$ cat src/rtl/settings_pkg.sv
// Shared definitions for the settings command path: command codes, frame sizes
// and the encoder state type.
package settings_pkg;

  localparam logic [7:0] CMD_DUMP_ALL  = 8'd0;
  localparam logic [7:0] CMD_MAX_ROW   = 8'd1;
  localparam logic [7:0] CMD_MAX_COL   = 8'd2;
  localparam logic [7:0] CMD_DATA_MIN  = 8'd3;
  localparam logic [7:0] CMD_DATA_MAX  = 8'd4;
  localparam logic [7:0] CMD_COUNTDOWN = 8'd5;

  localparam int FRAME_BYTES  = 5;
  localparam int NUM_SETTINGS = 5;
  localparam int DUMP_BYTES   = FRAME_BYTES * NUM_SETTINGS;

  typedef enum logic [1:0] {
    ST_IDLE  = 2'd0,
    ST_EMIT  = 2'd1,
    ST_DONE  = 2'd2,
    ST_ERROR = 2'd3
  } state_e;

  typedef struct packed {
    logic [31:0] max_row;
    logic [31:0] max_col;
    logic [31:0] data_min;
    logic [31:0] data_max;
    logic [31:0] countdown_time;
  } settings_t;

endpackage

$ cat src/rtl/settings_byte_select.sv
// Picks one byte of a settings frame: byte 0 is the command code, bytes 1..4
// are the selected 32-bit value in little-endian order.
module settings_byte_select
  import settings_pkg::*;
(
  input  logic [7:0]  cmd_i,
  input  logic [2:0]  byte_idx_i,
  input  logic [31:0] max_row_i,
  input  logic [31:0] max_col_i,
  input  logic [31:0] data_min_i,
  input  logic [31:0] data_max_i,
  input  logic [31:0] countdown_time_i,
  output logic [7:0]  byte_o
);

  logic [31:0] value;

  always_comb begin
    value = '0;
    case (cmd_i)
      CMD_MAX_ROW:   value = max_row_i;
      CMD_MAX_COL:   value = max_col_i;
      CMD_DATA_MIN:  value = data_min_i;
      CMD_DATA_MAX:  value = data_max_i;
      CMD_COUNTDOWN: value = countdown_time_i;
      default:       value = '0;
    endcase
  end

  always_comb begin
    byte_o = '0;
    case (byte_idx_i)
      3'd0:    byte_o = cmd_i;
      3'd1:    byte_o = value[7:0];
      3'd2:    byte_o = value[15:8];
      3'd3:    byte_o = value[23:16];
      3'd4:    byte_o = value[31:24];
      default: byte_o = '0;
    endcase
  end

endmodule

$ cat src/rtl/settings_frame_encoder.sv
// Serialises the live settings registers into a byte buffer as 5-byte frames
// (single setting or full dump of all five).
//
// state | meaning
// IDLE  | waiting for start; snapshots settings on an accepted request
// EMIT  | writes one frame byte per cycle to the buffer
// DONE  | pulses done and publishes frame_len
// ERROR | invalid command seen; terminal until rst
module settings_frame_encoder
  import settings_pkg::*;
#(
  parameter int unsigned ADDR_W    = 5,
  parameter int unsigned BASE_ADDR = 0
) (
  input  logic              clk,
  input  logic              rst,
  input  logic              start,
  input  logic [7:0]        cmd_id,
  output logic              busy,
  output logic              done,
  output logic              error,
  output logic [5:0]        frame_len,
  input  logic [31:0]       settings_max_row,
  input  logic [31:0]       settings_max_col,
  input  logic [31:0]       settings_data_min,
  input  logic [31:0]       settings_data_max,
  input  logic [31:0]       settings_countdown_time,
  output logic              buf_wr_en,
  output logic [ADDR_W-1:0] buf_wr_addr,
  output logic [7:0]        buf_wr_data
);

  if (BASE_ADDR + DUMP_BYTES > 2 ** ADDR_W) begin : g_bad_cfg
    $error("settings_frame_encoder: BASE_ADDR+25 exceeds buffer address range");
  end

  state_e            state_q, state_d;
  settings_t         snap_q, snap_d;
  logic [7:0]        fcmd_q, fcmd_d;
  logic [2:0]        byte_q, byte_d;
  logic [4:0]        off_q, off_d;
  logic              dump_q, dump_d;
  logic              busy_q, busy_d;
  logic              done_q, done_d;
  logic              error_q, error_d;
  logic [5:0]        frame_len_q, frame_len_d;
  logic              wr_en_q, wr_en_d;
  logic [ADDR_W-1:0] wr_addr_q, wr_addr_d;
  logic [7:0]        wr_data_q, wr_data_d;
  logic [7:0]        sel_byte;

  settings_byte_select u_byte_select (
    .cmd_i            (fcmd_q),
    .byte_idx_i       (byte_q),
    .max_row_i        (snap_q.max_row),
    .max_col_i        (snap_q.max_col),
    .data_min_i       (snap_q.data_min),
    .data_max_i       (snap_q.data_max),
    .countdown_time_i (snap_q.countdown_time),
    .byte_o           (sel_byte)
  );

  always_comb begin
    state_d     = state_q;
    snap_d      = snap_q;
    fcmd_d      = fcmd_q;
    byte_d      = byte_q;
    off_d       = off_q;
    dump_d      = dump_q;
    busy_d      = 1'b0;
    done_d      = 1'b0;
    error_d     = error_q;
    frame_len_d = frame_len_q;
    wr_en_d     = 1'b0;
    wr_addr_d   = wr_addr_q;
    wr_data_d   = wr_data_q;

    case (state_q)
      ST_IDLE: begin
        if (start && !error_q) begin
          if (cmd_id <= CMD_COUNTDOWN) begin
            snap_d = '{max_row:        settings_max_row,
                       max_col:        settings_max_col,
                       data_min:       settings_data_min,
                       data_max:       settings_data_max,
                       countdown_time: settings_countdown_time};
            dump_d  = (cmd_id == CMD_DUMP_ALL);
            // a dump walks the frames starting from the first real code
            fcmd_d  = (cmd_id == CMD_DUMP_ALL) ? CMD_MAX_ROW : cmd_id;
            byte_d  = '0;
            off_d   = '0;
            busy_d  = 1'b1;
            state_d = ST_EMIT;
          end else begin
            error_d = 1'b1;
            state_d = ST_ERROR;
          end
        end
      end
      ST_EMIT: begin
        busy_d    = 1'b1;
        wr_en_d   = 1'b1;
        wr_addr_d = ADDR_W'(BASE_ADDR) + ADDR_W'(off_q);
        wr_data_d = sel_byte;
        off_d     = off_q + 5'd1;
        if (byte_q == 3'(FRAME_BYTES - 1)) begin
          byte_d = '0;
          if (!dump_q || fcmd_q == CMD_COUNTDOWN) begin
            state_d = ST_DONE;
          end else begin
            fcmd_d = fcmd_q + 8'd1;
          end
        end else begin
          byte_d = byte_q + 3'd1;
        end
      end
      ST_DONE: begin
        done_d      = 1'b1;
        frame_len_d = dump_q ? 6'(DUMP_BYTES) : 6'(FRAME_BYTES);
        state_d     = ST_IDLE;
      end
      ST_ERROR: begin
        error_d = 1'b1;
      end
      default: state_d = ST_IDLE;
    endcase
  end

  always_ff @(posedge clk) begin
    if (rst) begin
      state_q     <= ST_IDLE;
      snap_q      <= '0;
      fcmd_q      <= '0;
      byte_q      <= '0;
      off_q       <= '0;
      dump_q      <= 1'b0;
      busy_q      <= 1'b0;
      done_q      <= 1'b0;
      error_q     <= 1'b0;
      frame_len_q <= '0;
      wr_en_q     <= 1'b0;
      wr_addr_q   <= '0;
      wr_data_q   <= '0;
    end else begin
      state_q     <= state_d;
      snap_q      <= snap_d;
      fcmd_q      <= fcmd_d;
      byte_q      <= byte_d;
      off_q       <= off_d;
      dump_q      <= dump_d;
      busy_q      <= busy_d;
      done_q      <= done_d;
      error_q     <= error_d;
      frame_len_q <= frame_len_d;
      wr_en_q     <= wr_en_d;
      wr_addr_q   <= wr_addr_d;
      wr_data_q   <= wr_data_d;
    end
  end

  assign busy        = busy_q;
  assign done        = done_q;
  assign error       = error_q;
  assign frame_len   = frame_len_q;
  assign buf_wr_en   = wr_en_q;
  assign buf_wr_addr = wr_addr_q;
  assign buf_wr_data = wr_data_q;

endmodule

$ cat config.mk
export PLATFORM = sky130hd
export DESIGN_NAME = settings_frame_encoder
export DESIGN_NICKNAME = d
export VERILOG_FILES = /design/src/rtl/settings_pkg.sv /design/src/rtl/settings_byte_select.sv /design/src/rtl/settings_frame_encoder.sv
export SDC_FILE = /design/constraint.sdc
export NUM_CORES = 1
export LEC_CHECK = 0
export ABC_AREA = 1
export ABC_CLOCK_PERIOD_IN_PS = 3100
export CAP_MARGIN = 25
export CELL_PAD_IN_SITES_DETAIL_PLACEMENT = 1
export CELL_PAD_IN_SITES_GLOBAL_PLACEMENT = 2
export CORE_UTILIZATION = 30
export CTS_CLUSTER_SIZE = 25
export DETAILED_ROUTE_END_ITERATION = 16
export GPL_ROUTABILITY_DRIVEN = 0
export HOLD_SLACK_MARGIN = 0.03
export PLACE_DENSITY_LB_ADDON = 0.1
export SYNTH_ARGS = -nofsm -noshare
export SYNTH_HDL_FRONTEND = slang
export SYNTH_SLANG_ARGS = --single-unit
$ cat constraint.sdc
create_clock -name clk -period 3.1 [get_ports clk]
set_input_delay 0.465 -clock clk [delete_from_list [all_inputs] [get_ports clk]]
set_output_delay 0.465 -clock clk [all_outputs]
set_load 0.02 [all_outputs]
==> results.py <==
metrics = {
    "run_status": {
        "outcome": "finished, final reports clean",
    },
    "routing": {
        "ant_nets": 0,
        "drc": 0,
        "via_per_inst": 4.831,
        "drt-total-wl_um": 32660,
        "vias": 8715,
        "routedWlPerCell_um": 18.10,
        "drtPass1Iterations": 5,
        "drt_iter0_drc": 610,
    },
    "clock_tree": {
        "clkTransAtPathRegs_ns": 0.08,
        "cts_buffer_depth": 2,
        "htreeDepth": 4,
        "post_cts_buffers": 0,
        "cts.sinks": 199,
        "root_buffer": "clkbuf_16",
        "ctsResizeCount": 0,
        "cts_hold_buf": 0,
        "clk_latency_ns": 0.45,
        "cts_tree": "done",
        "cts_buffers": 17,
    },
    "sta": {
        "worstMarginPinSlew_ns": 0.6875,
        "setup_viol": 0,
        "post-route-period-util_pct": 81.97,
        "slew_viol_final": 0,
        "layout_setup_ws_ns": 0.5588,
        "rsz0062_at_grt": "no",
        "slew_headroom_pct": 54.02,
        "fin_skew_ns": 0.01864,
        "hold_viol_final": 0,
        "period_needed_ns": 2.541,
        "setup_tns_ns": 0,
        "holdWs_ns": 0.4717,
        "maxClockFrequency_ghz": 0.3935,
    },
    "synthesis": {
        "synth_cell_types": 34,
        "synth.avg_cell_area_sq_um": 7.042,
        "synth_top_cell_by_area": "dfxtp_1",
        "synth_seq_area_share_pct": 45.00,
        "yosysWarnings": 0,
        "ys_ff_latch": 199,
        "synth_top_area_share_pct": 45.00,
        "synth_area_sq_um": 8852,
        "netlist_instances": 1257,
        "synthTopCellsByArea": "dfxtp_1 45%, nand2_1 19%, nand3_1 14%",
    },
    "worst_setup_path": {
        "critPathTopFamily": "simple AND/OR/NAND/NOR gates",
        "crit_path_end_kind": "flip-flop",
        "path_buf_inv": 2,
        "critPathMaxStageDelay_ns": 0.46,
        "slowest_stage": "nand2_1",
        "cp_common_cell": "nand2_1",
        "cp_max_fo": 16,
        "worst_ep_arrival_time_ns": 2.84,
        "cp_cell_sequence": "inv_1 > ha_1 > inv_1 > nor2_1 > nand2_1 > o21ai_0 > o21ai_1 > nand2_1 > nor2_1 > nand2_1 > nand2_1 > a21oi_1",
        "worstSetupPathType": "reg2reg",
        "crit_required_ns": 3.40,
        "start_kind": "flip-flop",
    },
    "global_route": {
        "grt_max_degree": 82,
        "grt_pass1_vias": 8721,
        "grt_antenna_before_repair": 0,
        "grt_pass1_wl_um": 51120,
        "overflow": 0,
        "grtUsageTotal_pct": 21.97,
    },
    "job": {
        "maxCapViolCount": 0,
    },
    "cells_and_area": {
        "nFillCells": 3596,
        "area_growth_pct": 31.49,
        "diodes": 0,
        "multiInputGateArea_sq_um": 4179,
        "final_nets": 1593,
        "fin_util_pct": 40.34,
        "seq_area_sq_um": 3984,
        "drive_above_1_share_pct": 5.282,
    },
    "placement": {
        "io_buffers": 191,
        "dp_slack_ns": 0.3949,
        "dpl.hpwl_um": 23650,
    },
    "floorplanning": {
        "rows": 62,
        "die_y_um": 173.8,
        "io_pins": 194,
        "initial_core_util_pct": 30.68,
        "die_area_sq_um": 30200,
        "die_w_um": 173.8,
        "fp.coreArea_sq_um": 28860,
    },
    "pwr": {
        "p_sw_uw": 2172,
        "internal_power_uw": 4403,
        "power_density_nw_per_um2": 564.9,
        "switching_share_pct": 33.03,
        "clkPwrFrac_pct": 34.1,
        "combinationalPowerShare_pct": 23.9,
        "leakage_uw": 0.005108,
        "seq_power_share_pct": 42.0,
        "irDropWorstVdd_mv": 0.4287,
    },
    "min_path": {
        "hold_path_class": "reg2reg",
    },
}
==> through the flow <==
stage	cells	power (uW)	instance area (sq um)
floorplan	1258	3710	8856
global placement	1773	4370	11070
detailed placement	1773	4390	11070
CTS	1804	6635	11640
global route	1804	6889	11640
finish	1804	6575	11640
==> worst register-to-register path: cells and delay by family, from the launching register on <==
family / cells / cell delay, ns
AO/OA/AOI/OAI: 3 / 0.65
adder cells (fa/ha/maj): 1 / 0.21
buffers and inverters: 2 / 0.17
flip-flops: 1 / 0.39
AND/OR/NAND/NOR: 6 / 0.98
==> power groups by stage <==
stage	sequential, uW	combinational (uW)	clock, uW
CTS	2760	1580	2290
floorplan	2860	849	0
finish	2760	1570	2240
global placement	2820	1550	0
detailed placement	2820	1570	0
global route	2780	1720	2390
==> registers in the layout (all words and copies together), names as in the netlist, 2 cells and up <==
name and flops:
buf_wr_addr 5, byte_q 3, off_q 5, buf_wr_data 8
state_q 2, frame_len 3, snap_q 160, fcmd_q 8
==> routing by layer <==
| metal | GRT usage (%) | vias to the layer above | wire (um) |
|---|---|---|---|
| met5 | 0 | - | 0 |
| met4 | 4.349 | 0 | 216 |
| met3 | 3.202 | 12 | 1308 |
| met2 | 32.42 | 176 | 13780 |
| met1 | 33.50 | 4149 | 17350 |
| li1 | - | 4378 | - |
==> worst paths after layout <==
| path | from | end | slack, ns | depth (start not counted) |
|---|---|---|---|---|
| hold / removal | frame_len[2]$_SDFFE_PP0P_ | frame_len[2]$_SDFFE_PP0P_ | 0.47 | 2 |
| setup reg to reg | fcmd_q[1]$_SDFFE_PP0P_ | buf_wr_data[3]$_SDFFE_PP0P_ | 0.56 | 12 |
| setup / recovery | fcmd_q[1]$_SDFFE_PP0P_ | buf_wr_data[3]$_SDFFE_PP0P_ | 0.56 | 12 |
| hold reg to reg | frame_len[2]$_SDFFE_PP0P_ | frame_len[2]$_SDFFE_PP0P_ | 0.47 | 2 |
==> cells in the final DEF (no fill, tap or decap), types with 4 or more instances in the layout <==
cell type,count
o21bai_1,8
clkdlybuf4s50_1,191
nand2_1,448
buf_12,7
o21ai_1,23
nand3_1,253
ha_1,14
clkbuf_16,17
dfxtp_1,199
o21ai_0,70
inv_2,5
buf_4,19
a21oi_1,28
nor2_1,38
inv_1,54
nor2_2,4
==> synth_stat cells <==
| master | count |
|---|---|
| a21oi_1 | 28 |
| a211oi_2 | 2 |
| buf_2 | 35 |
| o211a_1 | 1 |
| o21bai_1 | 8 |
| inv_2 | 5 |
| o21ai_4 | 1 |
| buf_6 | 6 |
| buf_1 | 11 |
| a211oi_1 | 2 |
| clkbuf_1 | 19 |
| buf_4 | 15 |
| nand2_1 | 448 |
| nor3_1 | 3 |
| inv_1 | 55 |
| nor2_1 | 38 |
| nand2_2 | 2 |
| o22ai_1 | 2 |
| ha_1 | 14 |
| xnor2_1 | 2 |
| o21ai_0 | 70 |
| nor4_1 | 1 |
| o21ai_1 | 23 |
| conb_1 | 1 |
| nand3b_4 | 1 |
| nor2_2 | 4 |
| and3_1 | 1 |
| nand4_1 | 2 |
| nand3_1 | 253 |
| xor2_1 | 1 |
| nor2_4 | 2 |
| nand3b_1 | 1 |
| dfxtp_1 | 199 |
| o211ai_1 | 1 |
==> cells by family after synthesis <==
logic type | count (synthesis) | synth area share (%)
flops | 199 | 45.00
simple gates | 756 | 36.35
fa+ha+maj | 14 | 1.979
buf+inv | 146 | 7.830
other cells | 1 | 0.04236
compound gates | 138 | 8.495
xor+xnor | 3 | 0.2969
==> layout make-up <==
class                   count  share of cell area [%]
inverters                  60                   1.956
multi-input cells         913                   35.90
flip-flops and latches    199                   34.23
clock inverters            13                   1.161
well taps                 384                   4.128
clock buffers              18                   3.773
repair buffers            217                   18.85
No activity file was read; power rests on OpenSTA's default activity.
